File: src/rtl/fetch_ctrl.sv
`default_nettype none
// ============================================================================
// Module      : fetch_ctrl
// Description : Instruction fetch sequencer. Drives a 1-cycle synchronous
//               imem, buffers returned words in a small queue and hands them
//               to decode over valid/ready; handles redirect, start and fault.
// Revision    : 1.0 - initial release
// ============================================================================
module fetch_ctrl #(
  parameter logic [31:0] RESET_PC  = 32'h0,
  parameter int          NUM_INSTR = 1024,
  parameter int          QDEPTH    = 2
) (
  input  logic        clk,
  input  logic        n_rst,
  input  logic        start,
  input  logic        redirect_valid,
  input  logic [31:0] redirect_pc,
  output logic [31:0] imem_pc,
  input  logic [31:0] imem_instr,
  output logic        instr_valid,
  input  logic        instr_ready,
  output logic [31:0] instr_out,
  output logic [31:0] pc_out,
  output logic        fault
);

  localparam int                 c_cnt_w     = $clog2(QDEPTH + 1);
  localparam int                 c_ptr_w     = $clog2(QDEPTH);
  localparam logic [c_cnt_w-1:0] c_qdepth    = c_cnt_w'(QDEPTH);
  localparam logic [c_ptr_w-1:0] c_last      = c_ptr_w'(QDEPTH - 1);
  localparam logic [31:0]        c_num_instr = 32'(NUM_INSTR);

  typedef enum logic [1:0] {
    S_IDLE = 2'd0,
    S_RUN  = 2'd1,
    S_HALT = 2'd2
  } state_t;

  state_t              r_state;
  state_t              w_state_next;
  logic [31:0]         r_fetch_pc;
  logic                r_inflight;
  logic [31:0]         r_inflight_pc;
  logic                r_fault;
  logic [c_ptr_w-1:0]  r_rd_ptr;
  logic [c_ptr_w-1:0]  r_wr_ptr;
  logic [c_cnt_w-1:0]  r_count;
  logic [31:0]         r_q_instr [QDEPTH];
  logic [31:0]         r_q_pc    [QDEPTH];

  logic                w_bad;
  logic                w_pop;
  logic                w_issue;
  logic [c_cnt_w-1:0]  w_count_next;

  function automatic logic [c_ptr_w-1:0] ptr_inc(input logic [c_ptr_w-1:0] p);
    return (p == c_last) ? '0 : p + c_ptr_w'(1);
  endfunction

  assign w_bad = (r_state == S_RUN) &&
                 ((r_fetch_pc[1:0] != 2'b00) || ({2'b00, r_fetch_pc[31:2]} >= c_num_instr));
  assign w_pop = instr_valid & instr_ready;
  // Credit check counts the word already in flight, so the queue never overflows.
  assign w_count_next = r_count + c_cnt_w'(r_inflight) - c_cnt_w'(w_pop);
  assign w_issue = (r_state == S_RUN) && !w_bad && !redirect_valid && (w_count_next < c_qdepth);

  assign imem_pc     = r_fetch_pc;
  assign fault       = r_fault;
  assign instr_valid = (r_count != '0);
  assign instr_out   = instr_valid ? r_q_instr[r_rd_ptr] : 32'h0;
  assign pc_out      = instr_valid ? r_q_pc[r_rd_ptr]    : 32'h0;

  always_ff @(posedge clk or negedge n_rst) begin
    if (!n_rst) r_state <= S_IDLE;
    else        r_state <= w_state_next;
  end

  always_comb begin
    w_state_next = r_state;
    case (r_state)
      S_IDLE:  if (start && !redirect_valid) w_state_next = S_RUN;
      S_RUN:   if (!redirect_valid && w_bad) w_state_next = S_HALT;
      S_HALT:  if (redirect_valid) w_state_next = S_RUN;
      default: w_state_next = S_IDLE;
    endcase
  end

  always_ff @(posedge clk or negedge n_rst) begin
    if (!n_rst) begin
      r_fetch_pc    <= RESET_PC;
      r_inflight    <= 1'b0;
      r_inflight_pc <= 32'h0;
      r_fault       <= 1'b0;
      r_rd_ptr      <= '0;
      r_wr_ptr      <= '0;
      r_count       <= '0;
    end else if (redirect_valid) begin
      r_fetch_pc <= redirect_pc;
      r_inflight <= 1'b0;
      r_fault    <= 1'b0;
      r_rd_ptr   <= '0;
      r_wr_ptr   <= '0;
      r_count    <= '0;
    end else begin
      r_inflight <= w_issue;
      if (w_issue) begin
        r_inflight_pc <= r_fetch_pc;
        r_fetch_pc    <= r_fetch_pc + 32'd4;
      end
      if (w_bad) r_fault <= 1'b1;
      if (r_inflight) r_wr_ptr <= ptr_inc(r_wr_ptr);
      if (w_pop) r_rd_ptr <= ptr_inc(r_rd_ptr);
      r_count <= w_count_next;
    end
  end

  // Queue storage needs no reset: reads are masked by instr_valid.
  always_ff @(posedge clk) begin
    if (r_inflight && !redirect_valid) begin
      r_q_instr[r_wr_ptr] <= imem_instr;
      r_q_pc[r_wr_ptr]    <= r_inflight_pc;
    end
  end

endmodule
`default_nettype wire
File: config.mk
export PLATFORM = sky130hd
export DESIGN_NAME = fetch_ctrl
export DESIGN_NICKNAME = d
export VERILOG_FILES = /design/src/rtl/fetch_ctrl.sv
export SDC_FILE = /design/constraint.sdc
export NUM_CORES = 1
export LEC_CHECK = 0
export CAP_MARGIN = 10
export CORE_ASPECT_RATIO = 0.8
export CORE_MARGIN = 1
export CORE_UTILIZATION = 35
export DETAILED_ROUTE_END_ITERATION = 12
export PLACE_DENSITY = 0.64
export SYNTH_ARGS = -nofsm -noshare
export SYNTH_HDL_FRONTEND = slang
export SYNTH_SLANG_ARGS = --single-unit
File: constraint.sdc
create_clock -name clk -period 8.2 [get_ports clk]
set_clock_uncertainty 0.1 [all_clocks]
set_input_delay 1.23 -clock clk [delete_from_list [all_inputs] [get_ports clk]]
set_output_delay 1.23 -clock clk [all_outputs]
set_load 0.01 [all_outputs]
==> reports/summary.txt <==
Core footprint - 21900 um^2
Hold_ws - 367 ps
Largest net degree at the start of global routing - 73
Clock Sinks - 200
Initial antenna violation count - 0
Crit. End Element - output port
Crit path time final - 4070 ps
Commonest non-fill, non-tap cells in the layout - clkdlybuf4s50_1, edfxtp_1, nor2_1
Num ports - 167
First-pass GRT wire length - 25900 um
Share of cells above drive strength 1 - 10.9%
Worst EP arrival - 2740 ps
Final wirelength - 16300 um
Synth Area in Compound Gates - 3.13%
DR WL/cell - 16.4 um
Post-CTS setup buffer count - 0
Worst setup slack after placement - 4190 ps
Commonest non-fill, non-tap cell in the layout - clkdlybuf4s50_1
Cell Area, Synth - 7920 um^2
Status - finished clean
Largest area contributor in the netlist - edfxtp_1
Slew Viols, Final - 0
RSZ-0062 raised after global routing - false
Clk_lat worst skew - 430 ps
Number of global-route vias before repair - 4894
Simple-Gate Fraction of Synth Area - 9.06%
CTS root buffer - clkbuf_16
Async S/R FF share, synth - 36.0%
CP max FO - 61
Type of the worst setup path - reg2out
Clock slew at reported path FFs - 70 ps
Layout area overhead - 32.0%
Crit path largest cell delay - 810 ps
Die H - 137 um
Synth cell types - 44
Avg Inst Size Synth - 15.2 um^2
Final Setup Violations - 0
Final Hold Fails - 0
Crit path cell chain - buf_4, mux2i_1, nor2_1, clkdlybuf4s50_1
Tcrit/Tclk final - 49.6%
FF+latch area - 5650 um^2
WP data required - 6870 ps
Fill cells - 1920
Die area - 23200 um^2
Post-synthesis mux area share - 13.1%
Post-DRT Antenna Nets - 0
Synth Flop Type - edfxtp_1
Adder-Cell Fraction of Synth Area - 0.632%
Ranking of synthesized cells by area - edfxtp_1, dfrtp_1, mux2i_1, nor2_1, mux2_2
Die width - 170 um
Max Clock Freq - 246 MHz
PortBufs - 166
# Max-Cap Violations - 0
Setup TNS - 0 ps
Main combinational cell family by area after synthesis - multiplexers
H-tree lvl count - 4
Hold Path Class - reg2reg
Seq/Total Area, Yosys - 71.3%
Post-Place Cell Area - 9860 um^2
Mapped Nets - 593
Synth Area in XOR/XNOR - 0.616%
Multi-input combinational cell area - 2110 um^2
Cells after DPL - 963
Synthesized flop and latch total - 200
Core Rows - 48
Maximum VDD drop - 0.000115 V
Worst-margin pin slew - 1070 ps
# DRC - 0
Slew margin rel. - 28.6%
Final HPWL DP - 10400 um
Vias post-DR - 4728
Global route total overflow - 0
Starting Density - 36.2%
Design area - 10400 um^2
Post-synth EDFFs - 128
Crit path launch type - flip-flop
Cts bufs inserted - 17
Non-Filler Instances - 995
Resized cells post-CTS - 0
Setup WS post-layout - 4130 ps
Vias per cell - 4.75
Clock Path Buffers - 2
Cells after Synth - 520
Slowest CP cell - buf_4
Initial DRC Count - 303
Number of diodes - 0
Placer congestion estimate - 0.744
Post-CTS Hold Buffers - 0
Pwr dens - 217 nW/um^2
Pre-antenna DRT Iters - 5
CTS tree - built
Post-synth top area share - 48.6%
Final nets - 755
GRT Total Usage - 14.6%
Pleak - 3.81 nW
YS warnings - 0
[routing by layer]
layer | up-vias | wire length, um | track usage (%)
met5 | - | 0 | 0
met3 | 8 | 1390 | 5.41
li1 | 2217 | - | -
met2 | 193 | 7330 | 22.2
met4 | 0 | 65 | 3.50
met1 | 2310 | 7530 | 19.9
[Yosys cell counts, drive strengths merged, types with 3 or more instances]
cell type and number:
nor3 4, o2111ai 6, ha 4, inv 9, nor2 74, dfrtp 72, nand4 4, o211ai 6
nor4 8, o21a 3, buf 19, nand2b 6, and2 5, mux2i 64, mux2 32, nand2 14
nor2b 24, edfxtp 128, clkbuf 9
[per-stage QoR]
stage,utilization [%],total power [mW]
floorplan,-,1.30
global placement,45.1,1.47
detailed placement,45.1,1.47
CTS,47.8,2.30
global route,47.8,2.37
finish,47.8,2.27
[flip-flops by register name (all words and copies together), names as in the netlist]
| register | count |
|---|---|
| fault | 1 |
| imem_pc | 32 |
| r_count | 2 |
| r_inflight | 1 |
| r_inflight_pc | 32 |
| r_q_instr | 64 |
| r_q_pc | 64 |
| r_rd_ptr | 1 |
| r_state | 2 |
| r_wr_ptr | 1 |
[final cells by class]
class | instances | area share [%]
sequential | 200 | 54.1
multi-input combinational | 283 | 20.2
timing repair buffer | 171 | 16.2
clock buffer | 17 | 4.07
tap | 300 | 3.59
clock inverter | 15 | 1.52
inverter | 9 | 0.323
[worst paths after layout]
kind / start / end / slack, ps / cells past startpoint
min: r_inflight_pc[15] / r_q_pc[0][15] / 370 / 0
max in group asynchronous: n_rst / r_rd_ptr / 6440 / 1
min reg2reg: r_inflight_pc[15] / r_q_pc[0][15] / 370 / 0
max reg2reg: r_count[0] / r_inflight_pc[6] / 4580 / 11
min in group asynchronous: n_rst / imem_pc[8] / 840 / 1
max: r_rd_ptr / pc_out[6] / 4130 / 4
[kinds of logic after synthesis]
group | count (synthesis)
DFF | 200
and+or+nand+nor | 148
muxes | 96
buffers and inverters | 37
AOI/OAI and AO/OA | 31
xor gates and xnor gates | 4
adders and majority gates | 4
[report_power, final]
group | internal [mW] | switching, mW | total (mW)
combinational | 0.171 | 0.155 | 0.327
clock | 0.433 | 0.388 | 0.821
sequential | 1.09 | 0.0295 | 1.12
[worst max-delay path: cells and delay by family, from the launching register on]
family        cells  cell delay, ps
flops             1             460
mux               1             170
simple gates      1             260
buf+inv           2            1400
Power figures use the tool's default switching activity.
